===== src/rtl/register_file_if.sv =====
// Register-file bus: two read ports plus the write-back port and the ready flag.
// The core (master) drives indices and write data; the register file (slave) returns read data.
interface register_file_if #(
  parameter int DATA_WIDTH = 32,
  parameter int IDX_W      = 5
);
  logic [IDX_W-1:0]      read_reg1;
  logic [IDX_W-1:0]      read_reg2;
  logic [IDX_W-1:0]      write_reg;
  logic [DATA_WIDTH-1:0] write_data;
  logic                  reg_write;
  logic [DATA_WIDTH-1:0] read_data1;
  logic [DATA_WIDTH-1:0] read_data2;
  logic                  ready;

  modport master (
    output read_reg1, read_reg2, write_reg, write_data, reg_write,
    input  read_data1, read_data2, ready
  );

  modport slave (
    input  read_reg1, read_reg2, write_reg, write_data, reg_write,
    output read_data1, read_data2, ready
  );
endinterface


===== src/rtl/register_file.sv =====
// 32 x 32-bit RISC-V integer register file: self-clearing after reset, x0 hardwired
// to zero, two combinational read ports with same-cycle write-to-read bypass.
module register_file #(
  parameter int DATA_WIDTH = 32,
  parameter int NUM_REGS   = 32
) (
  input logic            clk,
  input logic            reset,
  register_file_if.slave bus
);

  localparam int IDX_W = $clog2(NUM_REGS);

  typedef enum logic {
    ST_CLEAR = 1'b0,
    ST_RUN   = 1'b1
  } state_e;

  state_e                state_q, state_d;
  logic [IDX_W-1:0]      clear_idx_q, clear_idx_d;
  logic                  ready_q, ready_d;

  logic [DATA_WIDTH-1:0] mem [NUM_REGS];
  logic                  mem_we;
  logic [IDX_W-1:0]      mem_waddr;
  logic [DATA_WIDTH-1:0] mem_wdata;

  logic                  wr_accept;
  logic [DATA_WIDTH-1:0] rd1, rd2;

  assign wr_accept = ready_q && bus.reg_write && (bus.write_reg != '0);

  // NOTE: every signal written here gets a default first, so no path can leave it
  // unassigned and infer a latch.
  always_comb begin
    state_d     = state_q;
    clear_idx_d = clear_idx_q;
    ready_d     = ready_q;
    mem_we      = 1'b0;
    mem_waddr   = clear_idx_q;
    mem_wdata   = '0;

    unique case (state_q)
      ST_CLEAR: begin
        mem_we      = 1'b1;
        clear_idx_d = clear_idx_q + IDX_W'(1);
        if (clear_idx_q == IDX_W'(NUM_REGS - 1)) begin
          state_d = ST_RUN;
          ready_d = 1'b1;
        end
      end
      ST_RUN: begin
        if (wr_accept) begin
          mem_we    = 1'b1;
          mem_waddr = bus.write_reg;
          mem_wdata = bus.write_data;
        end
      end
      default: ;
    endcase
  end

  // NOTE: sequential state uses non-blocking assignments so every flop samples
  // the pre-edge values of its neighbours.
  always_ff @(posedge clk) begin
    if (reset) begin
      state_q     <= ST_CLEAR;
      clear_idx_q <= '0;
      ready_q     <= 1'b0;
    end else begin
      state_q     <= state_d;
      clear_idx_q <= clear_idx_d;
      ready_q     <= ready_d;
    end
  end

  // NOTE: the array has no reset branch; it is zeroed by the CLEAR walk instead,
  // which keeps it mappable onto plain RAM/flop arrays without a reset tree.
  always_ff @(posedge clk) begin
    if (mem_we && !reset) begin
      mem[mem_waddr] <= mem_wdata;
    end
  end

  // Reads are masked until the clear walk finishes, so stale contents never leak.
  always_comb begin
    rd1 = '0;
    if (ready_q && (bus.read_reg1 != '0)) begin
      rd1 = (wr_accept && (bus.write_reg == bus.read_reg1)) ? bus.write_data
                                                            : mem[bus.read_reg1];
    end
  end

  always_comb begin
    rd2 = '0;
    if (ready_q && (bus.read_reg2 != '0)) begin
      rd2 = (wr_accept && (bus.write_reg == bus.read_reg2)) ? bus.write_data
                                                            : mem[bus.read_reg2];
    end
  end

  assign bus.read_data1 = rd1;
  assign bus.read_data2 = rd2;
  assign bus.ready      = ready_q;

endmodule

===== src/flat_wrapper.sv =====
// flat-port wrapper written by rule: the top's interface ports become plain ports
module register_file_flat 
#(
  parameter int DATA_WIDTH = 32,
  parameter int NUM_REGS   = 32
)
  (clk, reset, bus_read_reg1, bus_read_reg2, bus_write_reg, bus_write_data, bus_reg_write, bus_read_data1, bus_read_data2, bus_ready);
  register_file_if #(.DATA_WIDTH(DATA_WIDTH)) bus_i ();
  input logic clk;
  input logic reset;
  input wire logic [$bits(bus_i.read_reg1)-1:0] bus_read_reg1;
  input wire logic [$bits(bus_i.read_reg2)-1:0] bus_read_reg2;
  input wire logic [$bits(bus_i.write_reg)-1:0] bus_write_reg;
  input wire logic [$bits(bus_i.write_data)-1:0] bus_write_data;
  input wire logic [$bits(bus_i.reg_write)-1:0] bus_reg_write;
  output wire logic [$bits(bus_i.read_data1)-1:0] bus_read_data1;
  output wire logic [$bits(bus_i.read_data2)-1:0] bus_read_data2;
  output wire logic [$bits(bus_i.ready)-1:0] bus_ready;
  assign bus_i.read_reg1 = bus_read_reg1;
  assign bus_i.read_reg2 = bus_read_reg2;
  assign bus_i.write_reg = bus_write_reg;
  assign bus_i.write_data = bus_write_data;
  assign bus_i.reg_write = bus_reg_write;
  assign bus_read_data1 = bus_i.read_data1;
  assign bus_read_data2 = bus_i.read_data2;
  assign bus_ready = bus_i.ready;
  register_file #(.DATA_WIDTH(DATA_WIDTH), .NUM_REGS(NUM_REGS)) u_core (.clk(clk), .reset(reset), .bus(bus_i));
endmodule

===== config.mk =====
export PLATFORM = sky130hd
export DESIGN_NAME = register_file_flat
export DESIGN_NICKNAME = d
export VERILOG_FILES = /design/src/rtl/register_file_if.sv /design/src/rtl/register_file.sv /design/src/flat_wrapper.sv
export SDC_FILE = /design/constraint.sdc
export NUM_CORES = 1
export LEC_CHECK = 0
export BUFFER_PORTS_ARGS = -buffer_cell sky130_fd_sc_hd__buf_4
export CAP_MARGIN = 20
export CORE_MARGIN = 5
export CORE_UTILIZATION = 45
export CTS_BUF_LIST = sky130_fd_sc_hd__clkbuf_8
export CTS_CLUSTER_DIAMETER = 50
export CTS_CLUSTER_SIZE = 24
export DETAILED_ROUTE_END_ITERATION = 12
export PLACE_DENSITY_LB_ADDON = 0.05
export SETUP_SLACK_MARGIN = 0.1
export SYNTH_ARGS = -nofsm -noshare
export SYNTH_HDL_FRONTEND = slang
export SYNTH_SLANG_ARGS = --single-unit

===== constraint.sdc =====
create_clock -name clk -period 4.3 [get_ports clk]
set_clock_uncertainty 0.2 [all_clocks]
set_input_delay 0.645 -clock clk [delete_from_list [all_inputs] [get_ports clk]]
set_output_delay 0.645 -clock clk [all_outputs]
set_load 0.02 [all_outputs]

==> impl_metrics.yaml <==
run_status:
  status: "completed"
flow_run:
  drv_cap: 0
floorplan:
  die_x_um: 339
  core_area_um2: 108000
  ios: 115
  start_util: 0.454
  dieArea_um2: 115000
  die_y_um: 339
  row_count: 120
yosys:
  synth.avg_cell_area_um2: 18.0
  syn-instance-count: 2713
  synth_flop_cell: "edfxtp_1"
  yosysWarnings: 0
  async_flop_share: 0
  synth.distinct_cells: 58
  synth-seq-cells: 1031
  synth_edf_count: 1024
  synth_fp_nets: 2765
  synth_area_um2: 48800
  ys_seq_area_frac: 0.632
timing:
  hold_viol_final: 0
  max_clock_freq_mhz: 240
  min_period_ns: 4.16
  finalSetupViolations: 0
  timing.final.crit_share: 0.968
  worstMarginPinSlew_ns: 1.11
  slew_headroom: 0.258
  slew_violations: 0
  rsz0062_at_grt: "no"
  whs_ns: 0.212
worst_hold_path:
  hp-class: "input port to register"
  holdPathEnd: "u_core.mem[21][15]"
  hold-path-cell-count: 2
  worstHoldStart: "bus_write_data[15]"
clock_network:
  path_clk_slew_ns: 0.10
  clock_path_buffers: 3
  clk_latency_ns: 0.79
  cts_root_buf: "clkbuf_8"
  clock_sinks: 1031
  cts_buffers: 120
  cts_tree: "built"
  htreeDepth: 3
drt:
  totalWireLength_mm: 174
  routedWlPerCell_um: 39.2
  drc: 0
  dr.pass1.iters: 5
  drt_iter0_drc: 3886
  ant_nets: 0
  vias: 30700
  drt-vias-per-instance: 6.89
cells_and_area:
  final_cell_mix: "1024 x edfxtp_1, 384 x mux4_2, 285 x mux2i_1, 259 x buf_4, 131 x nand2_1"
  fin_area_um2: 56100
  syn_to_final_growth_pct: 14.8
  nNetsFinal: 2991
  final_common_cell: "edfxtp_1"
  fillers: 8646
  layout-drive-gt1-share: 0.332
place:
  hpwl_mm: 107
  placed_cell_area_um2: 53200
  place_congestion: 0.829
  portBuffers: 114
global_routing:
  grt_start_max_net_pins: 68
  grt_pass1_wl_mm: 243
  overflow: 0
  grt_pass1_vias: 30900
  grt.total_usage: 0.297
  antenna_found_initial: 6
setup_path:
  regToRegSetupSlack_ns: 0.71
  cp-end-kind: "output pin"
  r2r-start: "u_core.bus.ready"
  max_stage_delay_ns: 0.84
  crit_fanout: 32
  crit_chain: "buf_4 > or4_4 > o21ai_2 > buf_4 > o311ai_4 > buf_12 > a21oi_1 > a221o_1 > buf_4"
  critPathLaunchType: "input port"
  rr_worst_depth: 3
  cp_common_cell: "buf_4"
  cp_num_buf_inv: 4
  arrival_ns: 3.32
  crit_path_top_delay_cell: "a21oi_1"
  r2r_end: "u_core.mem[24][31]"
  crit_family: "compound AO/OA/AOI/OAI gates"
  critPathRequiredTime_ns: 3.45
  crit_type: "input port to output pin"
power_and_ir_drop:
  p_leak_nw: 20.3
  cellPowerDensity_nw_per_um2: 362
  irDropWorstVdd_mv: 0.215
==> timing repair <==
item,in CTS,in global routing
hold buffers,1,0
setup buffers,0,0
endpoints found under the setup margin,1,0
endpoints found under the hold margin,7,0
resized for setup,1,0
==> synthesized netlist by cell type (all sizes together) (5+ instances only) <==
| master | n | area, µm² |
|---|---|---|
| nand2 | 133 | 499 |
| a221o | 63 | 631 |
| o21bai | 32 | 240 |
| nor2 | 47 | 179 |
| a21oi | 91 | 455 |
| buf | 126 | 681 |
| or2b | 5 | 40.0 |
| mux2i | 290 | 2970 |
| nand3 | 5 | 25.0 |
| mux2 | 8 | 97.6 |
| mux4 | 384 | 8650 |
| nor2b | 47 | 294 |
| o221ai | 52 | 455 |
| a32o | 31 | 310 |
| dfxtp | 7 | 140 |
| a221oi | 64 | 561 |
| xnor2 | 8 | 70.1 |
| clkbuf | 105 | 394 |
| edfxtp | 1024 | 30700 |
| nand4 | 8 | 50.1 |
| a211oi | 32 | 240 |
| o22a | 6 | 52.6 |
| and2 | 34 | 213 |
| a22oi | 62 | 465 |
==> flip-flops by register name, indices dropped and copies added, names as in the netlist <==
name,count
u_core.mem,1024
u_core.clear_idx_q,5
u_core.bus.ready,1
u_core.state_q,1
==> metrics by stage <==
stage          worst slack [ns]  TNS (ns)  power (mW)  utilization  cells
2_1_floorplan           -0.0314     -6.26        12.1            -   2713
6_report                  0.136         0        20.3        0.522   4453
4_1_cts                   0.233         0        20.4        0.521   4448
3_3_place_gp             0.0463         0        12.7        0.495   4215
3_5_place_dp              0.129         0        12.7        0.495   4217
5_1_grt                   0.190         0        20.9        0.522   4452
==> how the worst max path moves through the flow <==
| stage | from | end | cells after the start |
|---|---|---|---|
| floorplan | bus_write_reg[1] | u_core.mem[8][0] | 7 |
| global placement | bus_write_reg[4] | bus_read_data1[30] | 8 |
| detailed placement | bus_write_reg[4] | bus_read_data1[8] | 9 |
| CTS | u_core.bus.ready | bus_read_data1[3] | 5 |
| global route | bus_write_reg[4] | bus_read_data1[3] | 9 |
| finish | bus_write_reg[4] | bus_read_data1[3] | 9 |
==> worst register-to-register path: stages (launching register included) <==
cell,delay [ns]
dfxtp_1,0.67
o2111a_2,0.72
buf_4,0.66
and2_1,0.98
==> cell families after synthesis <==
group / count (synthesis) / synth area share
fa+ha+maj: 2 / 0.000512
flops: 1031 / 0.632
compound gates: 457 / 0.0738
xor+xnor: 12 / 0.00215
mux: 682 / 0.240
simple gates: 294 / 0.0291
buf+inv: 235 / 0.0223
==> per-layer routing <==
metal | GRT usage | wire length, µm | vias to the layer above
met2 | 0.486 | 84400 | 1620
met3 | 0.0515 | 14200 | 302
met5 | 0 | 0 | -
li1 | - | - | 12100
met1 | 0.410 | 69800 | 16700
met4 | 0.0951 | 5950 | 0
==> cell type report <==
type / count / area, µm² / share of cell area
multi-input cells: 1447 / 17200 / 0.306
repair buffers: 335 / 3430 / 0.0611
well taps: 1403 / 1760 / 0.0313
clock buffers: 121 / 1670 / 0.0297
clock inverters: 109 / 1150 / 0.0205
diodes: 3 / 7.51 / 0.000134
inverters: 4 / 15.0 / 0.000268
flip-flops and latches: 1031 / 30900 / 0.551
==> power by group <==
part	switching (mW)	internal, mW	total, mW
sequential	0.0254	10.9	11.0
combinational	0.935	0.599	1.53
clock	4.34	3.49	7.84
Power figures use the tool's default switching activity.
